===== src/rtl/fetch_pkg.sv =====
// Shared definitions for the instruction fetch stage: FSM encoding and PC constants.
package fetch_pkg;

    localparam int PC_WIDTH = 32;
    localparam logic [PC_WIDTH-1:0] PC_STEP        = 32'd4;
    localparam logic [PC_WIDTH-1:0] PC_READ_OFFSET = 32'd8;

    typedef enum logic [1:0] {
        ST_RST   = 2'd0,
        ST_FETCH = 2'd1,
        ST_HOLD  = 2'd2
    } fetch_state_t;

endpackage


===== src/rtl/instr_fetch_if.sv =====
// Fetch-stage bus: instruction-memory request side plus instruction hand-off to the controller.
interface instr_fetch_if;
    import fetch_pkg::*;

    logic                imem_req;
    logic [PC_WIDTH-1:0] imem_addr;
    logic                imem_ready;
    logic [31:0]         imem_rdata;
    logic                instr_valid;
    logic                instr_ready;
    logic [31:0]         instr;
    logic [PC_WIDTH-1:0] pc;
    logic [PC_WIDTH-1:0] pc_plus8;
    logic                pc_src;
    logic [PC_WIDTH-1:0] branch_target;

    modport master (
        output imem_req, imem_addr, instr_valid, instr, pc, pc_plus8,
        input  imem_ready, imem_rdata, instr_ready, pc_src, branch_target
    );

    modport slave (
        input  imem_req, imem_addr, instr_valid, instr, pc, pc_plus8,
        output imem_ready, imem_rdata, instr_ready, pc_src, branch_target
    );

endinterface


===== src/rtl/pc_next.sv =====
// Next fetch address: sequential step or word-aligned branch redirect.
module pc_next
    import fetch_pkg::*;
(
    input  logic [PC_WIDTH-1:0] i_pc,
    input  logic                i_pc_src,
    input  logic [PC_WIDTH-1:0] i_branch_target,
    output logic [PC_WIDTH-1:0] o_next_pc
);

    logic [PC_WIDTH-1:0] w_target;

    // Low target bits are dropped so redirects always land on a word boundary.
    assign w_target  = i_branch_target & ~(PC_WIDTH'(3));
    assign o_next_pc = i_pc_src ? w_target : i_pc + PC_STEP;

endmodule


===== src/rtl/instr_fetch.sv =====
// Instruction fetch stage: one outstanding request, holds the fetched word until the consumer takes it.
module instr_fetch
    import fetch_pkg::*;
#(
    parameter logic [31:0] RESET_PC = 32'h0000_0000
) (
    input  logic         clk,
    input  logic         reset,
    instr_fetch_if.master bus
);

    localparam logic [PC_WIDTH-1:0] RESET_PC_AL = {RESET_PC[PC_WIDTH-1:2], 2'b00};

    fetch_state_t        r_state;
    fetch_state_t        w_state_nxt;
    logic [PC_WIDTH-1:0] r_fetch_pc;
    logic [PC_WIDTH-1:0] r_pc;
    logic [31:0]         r_instr;
    logic [PC_WIDTH-1:0] w_next_pc;
    logic                w_req;
    logic                w_valid;
    logic                w_consume;
    logic                w_accept;

    pc_next u_pc_next (
        .i_pc            (r_pc),
        .i_pc_src        (bus.pc_src),
        .i_branch_target (bus.branch_target),
        .o_next_pc       (w_next_pc)
    );

    always_comb begin
        w_state_nxt = r_state;
        w_req       = 1'b0;
        w_valid     = 1'b0;
        unique case (r_state)
            ST_RST: w_state_nxt = ST_FETCH;
            ST_FETCH: begin
                w_req = 1'b1;
                if (bus.imem_ready) w_state_nxt = ST_HOLD;
            end
            ST_HOLD: begin
                w_valid = 1'b1;
                if (bus.instr_ready) w_state_nxt = ST_FETCH;
            end
            default: w_state_nxt = ST_RST;
        endcase
    end

    assign w_accept  = w_req & bus.imem_ready;
    assign w_consume = w_valid & bus.instr_ready;

    always_ff @(posedge clk) begin
        if (!reset) begin
            r_state    <= ST_RST;
            r_fetch_pc <= RESET_PC_AL;
            r_pc       <= RESET_PC_AL;
            r_instr    <= '0;
        end else begin
            r_state <= w_state_nxt;
            if (r_state == ST_RST) r_fetch_pc <= RESET_PC_AL;
            if (w_accept) begin
                r_instr <= bus.imem_rdata;
                r_pc    <= r_fetch_pc;
            end
            // Redirect inputs only matter at the moment the held instruction leaves.
            if (w_consume) r_fetch_pc <= w_next_pc;
        end
    end

    assign bus.imem_req    = w_req;
    assign bus.imem_addr   = r_fetch_pc;
    assign bus.instr_valid = w_valid;
    assign bus.instr       = r_instr;
    assign bus.pc          = r_pc;
    assign bus.pc_plus8    = r_pc + PC_READ_OFFSET;

endmodule


===== src/flat_wrapper.sv =====
// flat-port wrapper written by rule: the top's interface ports become plain ports
module instr_fetch_flat import fetch_pkg::*;
#(
    parameter logic [31:0] RESET_PC = 32'h0000_0000
)
  (clk, reset, bus_imem_req, bus_imem_addr, bus_instr_valid, bus_instr, bus_pc, bus_pc_plus8, bus_imem_ready, bus_imem_rdata, bus_instr_ready, bus_pc_src, bus_branch_target);
  instr_fetch_if bus_i ();
  input  logic clk;
  input  logic reset;
  output wire logic [$bits(bus_i.imem_req)-1:0] bus_imem_req;
  output wire logic [$bits(bus_i.imem_addr)-1:0] bus_imem_addr;
  output wire logic [$bits(bus_i.instr_valid)-1:0] bus_instr_valid;
  output wire logic [$bits(bus_i.instr)-1:0] bus_instr;
  output wire logic [$bits(bus_i.pc)-1:0] bus_pc;
  output wire logic [$bits(bus_i.pc_plus8)-1:0] bus_pc_plus8;
  input wire logic [$bits(bus_i.imem_ready)-1:0] bus_imem_ready;
  input wire logic [$bits(bus_i.imem_rdata)-1:0] bus_imem_rdata;
  input wire logic [$bits(bus_i.instr_ready)-1:0] bus_instr_ready;
  input wire logic [$bits(bus_i.pc_src)-1:0] bus_pc_src;
  input wire logic [$bits(bus_i.branch_target)-1:0] bus_branch_target;
  assign bus_imem_req = bus_i.imem_req;
  assign bus_imem_addr = bus_i.imem_addr;
  assign bus_instr_valid = bus_i.instr_valid;
  assign bus_instr = bus_i.instr;
  assign bus_pc = bus_i.pc;
  assign bus_pc_plus8 = bus_i.pc_plus8;
  assign bus_i.imem_ready = bus_imem_ready;
  assign bus_i.imem_rdata = bus_imem_rdata;
  assign bus_i.instr_ready = bus_instr_ready;
  assign bus_i.pc_src = bus_pc_src;
  assign bus_i.branch_target = bus_branch_target;
  instr_fetch #(.RESET_PC(RESET_PC)) u_core (.clk(clk), .reset(reset), .bus(bus_i));
endmodule

===== config.mk =====
export PLATFORM = sky130hd
export DESIGN_NAME = instr_fetch_flat
export DESIGN_NICKNAME = d
export VERILOG_FILES = /design/src/rtl/fetch_pkg.sv /design/src/rtl/instr_fetch_if.sv /design/src/rtl/pc_next.sv /design/src/rtl/instr_fetch.sv /design/src/flat_wrapper.sv
export SDC_FILE = /design/constraint.sdc
export NUM_CORES = 1
export LEC_CHECK = 0
export CAP_MARGIN = 5
export CORE_MARGIN = 2
export CORE_UTILIZATION = 48
export DETAILED_ROUTE_END_ITERATION = 16
export GPL_ROUTABILITY_DRIVEN = 0
export PLACE_DENSITY = 0.9
export SYNTH_ARGS = -nofsm -noshare
export SYNTH_HDL_FRONTEND = slang
export SYNTH_HIERARCHICAL = 1
export SYNTH_SLANG_ARGS = --single-unit

===== constraint.sdc =====
create_clock -name clk -period 4.4 [get_ports clk]
set_input_delay 0.88 -clock clk [delete_from_list [all_inputs] [get_ports clk]]
set_output_delay 0.88 -clock clk [all_outputs]
set_load 0.005 [all_outputs]

==> impl_metrics.py, run 1 <==
metrics = {
    "run_status": {
        "status": "complete, no violations",
    },
    "clock_network": {
        "cts_sinks": 98,
        "cts_resized": 0,
        "numCtsBuffers": 9,
        "cts_max_level": 3,
        "worst_skew_pair.late_latency_ns": 0.36,
        "path_clk_slew_ns": 0.08,
        "postCtsHoldBufs": 0,
        "post_cts_buffers": 0,
        "clk_path_buf_depth": 2,
        "cts_root_buffer": "clkbuf_8",
        "cts_tree": "built",
    },
    "place": {
        "dpl.cell_count": 941,
        "dpl_worst_slack_ns": 0.9478,
        "portBuffers": 196,
        "dpl.hpwl_um": 11550,
    },
    "logic_synthesis": {
        "synth_ff_type": "dfxtp_1",
        "syn_inst": 648,
        "synth_cell_types": 46,
        "avgSynthCellArea_um2": 7.934,
        "yosys.cell_count.top_type": "nand2_1",
        "async_reset_ff_frac": 0,
        "synth.top_cell.area_share": 0.3816,
        "yosys-top-cells-count": "nand2_1 (163), dfxtp_1 (98), a21boi_0 (64)",
        "yosys_warnings": 6,
        "syn_area_um2": 5141,
        "synth_edf_count": 0,
        "synthTopCellsByArea": "dfxtp_1 (38%), nand2_1 (12%), a21boi_0 (9.3%)",
        "yosys_register_bits": 98,
        "synth_largest_area_cell": "dfxtp_1",
        "syn_nets": 719,
        "ys_seq_area_frac": 0.3816,
    },
    "job": {
        "maxCapViolCount": 0,
    },
    "sta": {
        "min_period_ns": 3.858,
        "hold_violations": 0,
        "timing.final.crit_share": 0.8769,
        "finalSetupTns_ns": 0,
        "slew_viol_final": 0,
        "maxSlewHeadroom": 0.1752,
        "max_freq_ghz": 0.2592,
        "setup_viol": 0,
        "worst_pin_slew_ns": 1.237,
        "rsz0062_at_grt": "no",
        "fin_ws_ns": 0.5416,
        "skew_ns": 0.009998,
    },
    "die": {
        "die_w_um": 107.5,
        "initial_core_util": 0.4958,
        "dieHeight_um": 107.5,
        "fp-row-count": 37,
        "core_area_um2": 10370,
        "die_area_um2": 11550,
        "ios": 199,
    },
    "power_and_ir_drop": {
        "ir_drop_mv": 0.2021,
        "p_leak_nw": 2.377,
        "power.density_nw_per_um2": 230.9,
    },
    "cells_and_area": {
        "drive_gt1_frac": 0.03776,
        "fill_cells": 818,
        "final_cells": 957,
        "antenna_cells": 0,
        "area_delta_synth_final_pct": 42.05,
        "finalNetCount": 887,
    },
    "detailed_routing": {
        "drt-pass1-iter-count": 5,
        "wl_per_cell_um": 17.27,
        "drt_iter0_drc": 417,
        "final_antenna_net_count": 0,
        "via_count": 5518,
        "viasPerCell": 5.766,
        "drc_errors": 0,
        "drt-total-wl_um": 16530,
    },
    "critical_path": {
        "rrSetupSlack_ns": 1.60,
        "path_class": "reg -> out",
        "crit_fanout": 11,
        "required_ns": 3.52,
        "cp.arrival_ns": 2.98,
        "critPathLaunchType": "flip-flop",
        "crit_path_end_kind": "primary output",
    },
    "global_route": {
        "antenna_found_initial": 0,
        "grt_first_pass_wirelength_um": 25950,
        "grt.total_usage": 0.2800,
        "grt_max_degree": 58,
        "grt_pass1_vias": 5353,
        "overflow": 0,
    },
    "worst_hold_path": {
        "hold_path.class": "reg -> reg",
    },
}
==> registers in the layout, indices dropped and copies added, names as in the netlist <==
register / flops
u_core/bus.instr: 32
u_core/bus.pc: 32
u_core/bus.imem_addr: 32
u_core/r_state: 2
==> per-layer routing <==
layer / global-route usage / vias to the layer above / routed length (um)
li1: - / 2564 / -
met1: 0.3337 / 2579 / 6444
met2: 0.4744 / 332 / 7844
met3: 0.06840 / 43 / 1725
met4: 0.1273 / 0 / 516
met5: 0 / - / 0
==> worst max-delay path, stage by stage (launching register included) <==
cell and delay (ns):
dfxtp_1 0.58, ha_1 0.32, nand3_1 0.18, nor4_4 0.64, nand4_1 0.20, xnor2_1 0.18, clkdlybuf4s50_1 0.52
==> report_power, final <==
part | total (mW) | switching, mW | internal [mW]
clock | 0.559 | 0.307 | 0.252
combinational | 0.213 | 0.0992 | 0.114
sequential | 0.914 | 0.0109 | 0.903
==> cell usage in the layout (no fill, tap or decap), types with 3 or more instances in the layout <==
cell | netlist | final
or3_1 | 6 | 6
buf_4 | 3 | 5
a21boi_0 | 64 | 64
or4_1 | 6 | 6
and2_1 | 5 | 4
nor4_1 | 5 | 5
dfxtp_1 | 98 | 98
o31ai_1 | 3 | 3
nand2_1 | 163 | 162
inv_1 | 8 | 8
xor2_1 | 6 | 6
xnor2_1 | 35 | 35
nor2b_1 | 37 | 37
and4_1 | 4 | 4
and3_1 | 7 | 7
clkbuf_8 | 0 | 12
nand3_1 | 33 | 33
clkdlybuf4s50_1 | 0 | 195
o21ai_0 | 22 | 22
nor2_1 | 18 | 18
nand4_1 | 11 | 11
nor3_1 | 6 | 6
a22oi_1 | 32 | 32
a31oi_1 | 9 | 9
==> kinds of logic after synthesis <==
logic type / synth area share
muxes: 0.002190
DFF: 0.3816
AOI/OAI and AO/OA: 0.1918
adders and majority gates: 0.004867
and+or+nand+nor: 0.3071
xor gates and xnor gates: 0.06985
buffers and inverters: 0.04259
==> final cells by class <==
cell class,instances,area (um^2),area share
Multi-Input combinational cell,498,2964,0.4059
Timing Repair Buffer,201,1994,0.2731
Sequential cell,98,1962,0.2686
Clock buffer,14,172.7,0.02364
Tap cell,136,170.2,0.02330
Inverter,8,30.03,0.004112
Clock inverter,2,10.01,0.001371
==> metrics by stage <==
stage	cell area, um^2	utilization	power (mW)	hold WS, ns
floorplan	5141	-	1.023	0.4600
global placement	7121	0.6867	1.138	0.4519
detailed placement	7121	0.6867	1.144	0.4592
CTS	7303	0.7043	1.690	0.4713
global route	7303	0.7043	1.745	0.4975
finish	7303	0.7043	1.686	0.4672
==> path summary, 6_finish.rpt <==
check / start / to / cells after the start
max reg2reg: u_core/bus.pc[6] / u_core/bus.imem_addr[29] / 6
min reg2reg: u_core/bus.instr[9] / u_core/bus.instr[9] / 2
max: u_core/bus.pc[4] / bus_pc_plus8[21] / 6
min: u_core/bus.instr[9] / u_core/bus.instr[9] / 2
Note: power is estimated with default switching activity, not from simulation.
==> run 2: changes to the inputs <==
TNS_END_PERCENT = 1   (was unset)
==> results of run 2 <==
The final DEF is identical to that of run 1; final timing and power are the same.
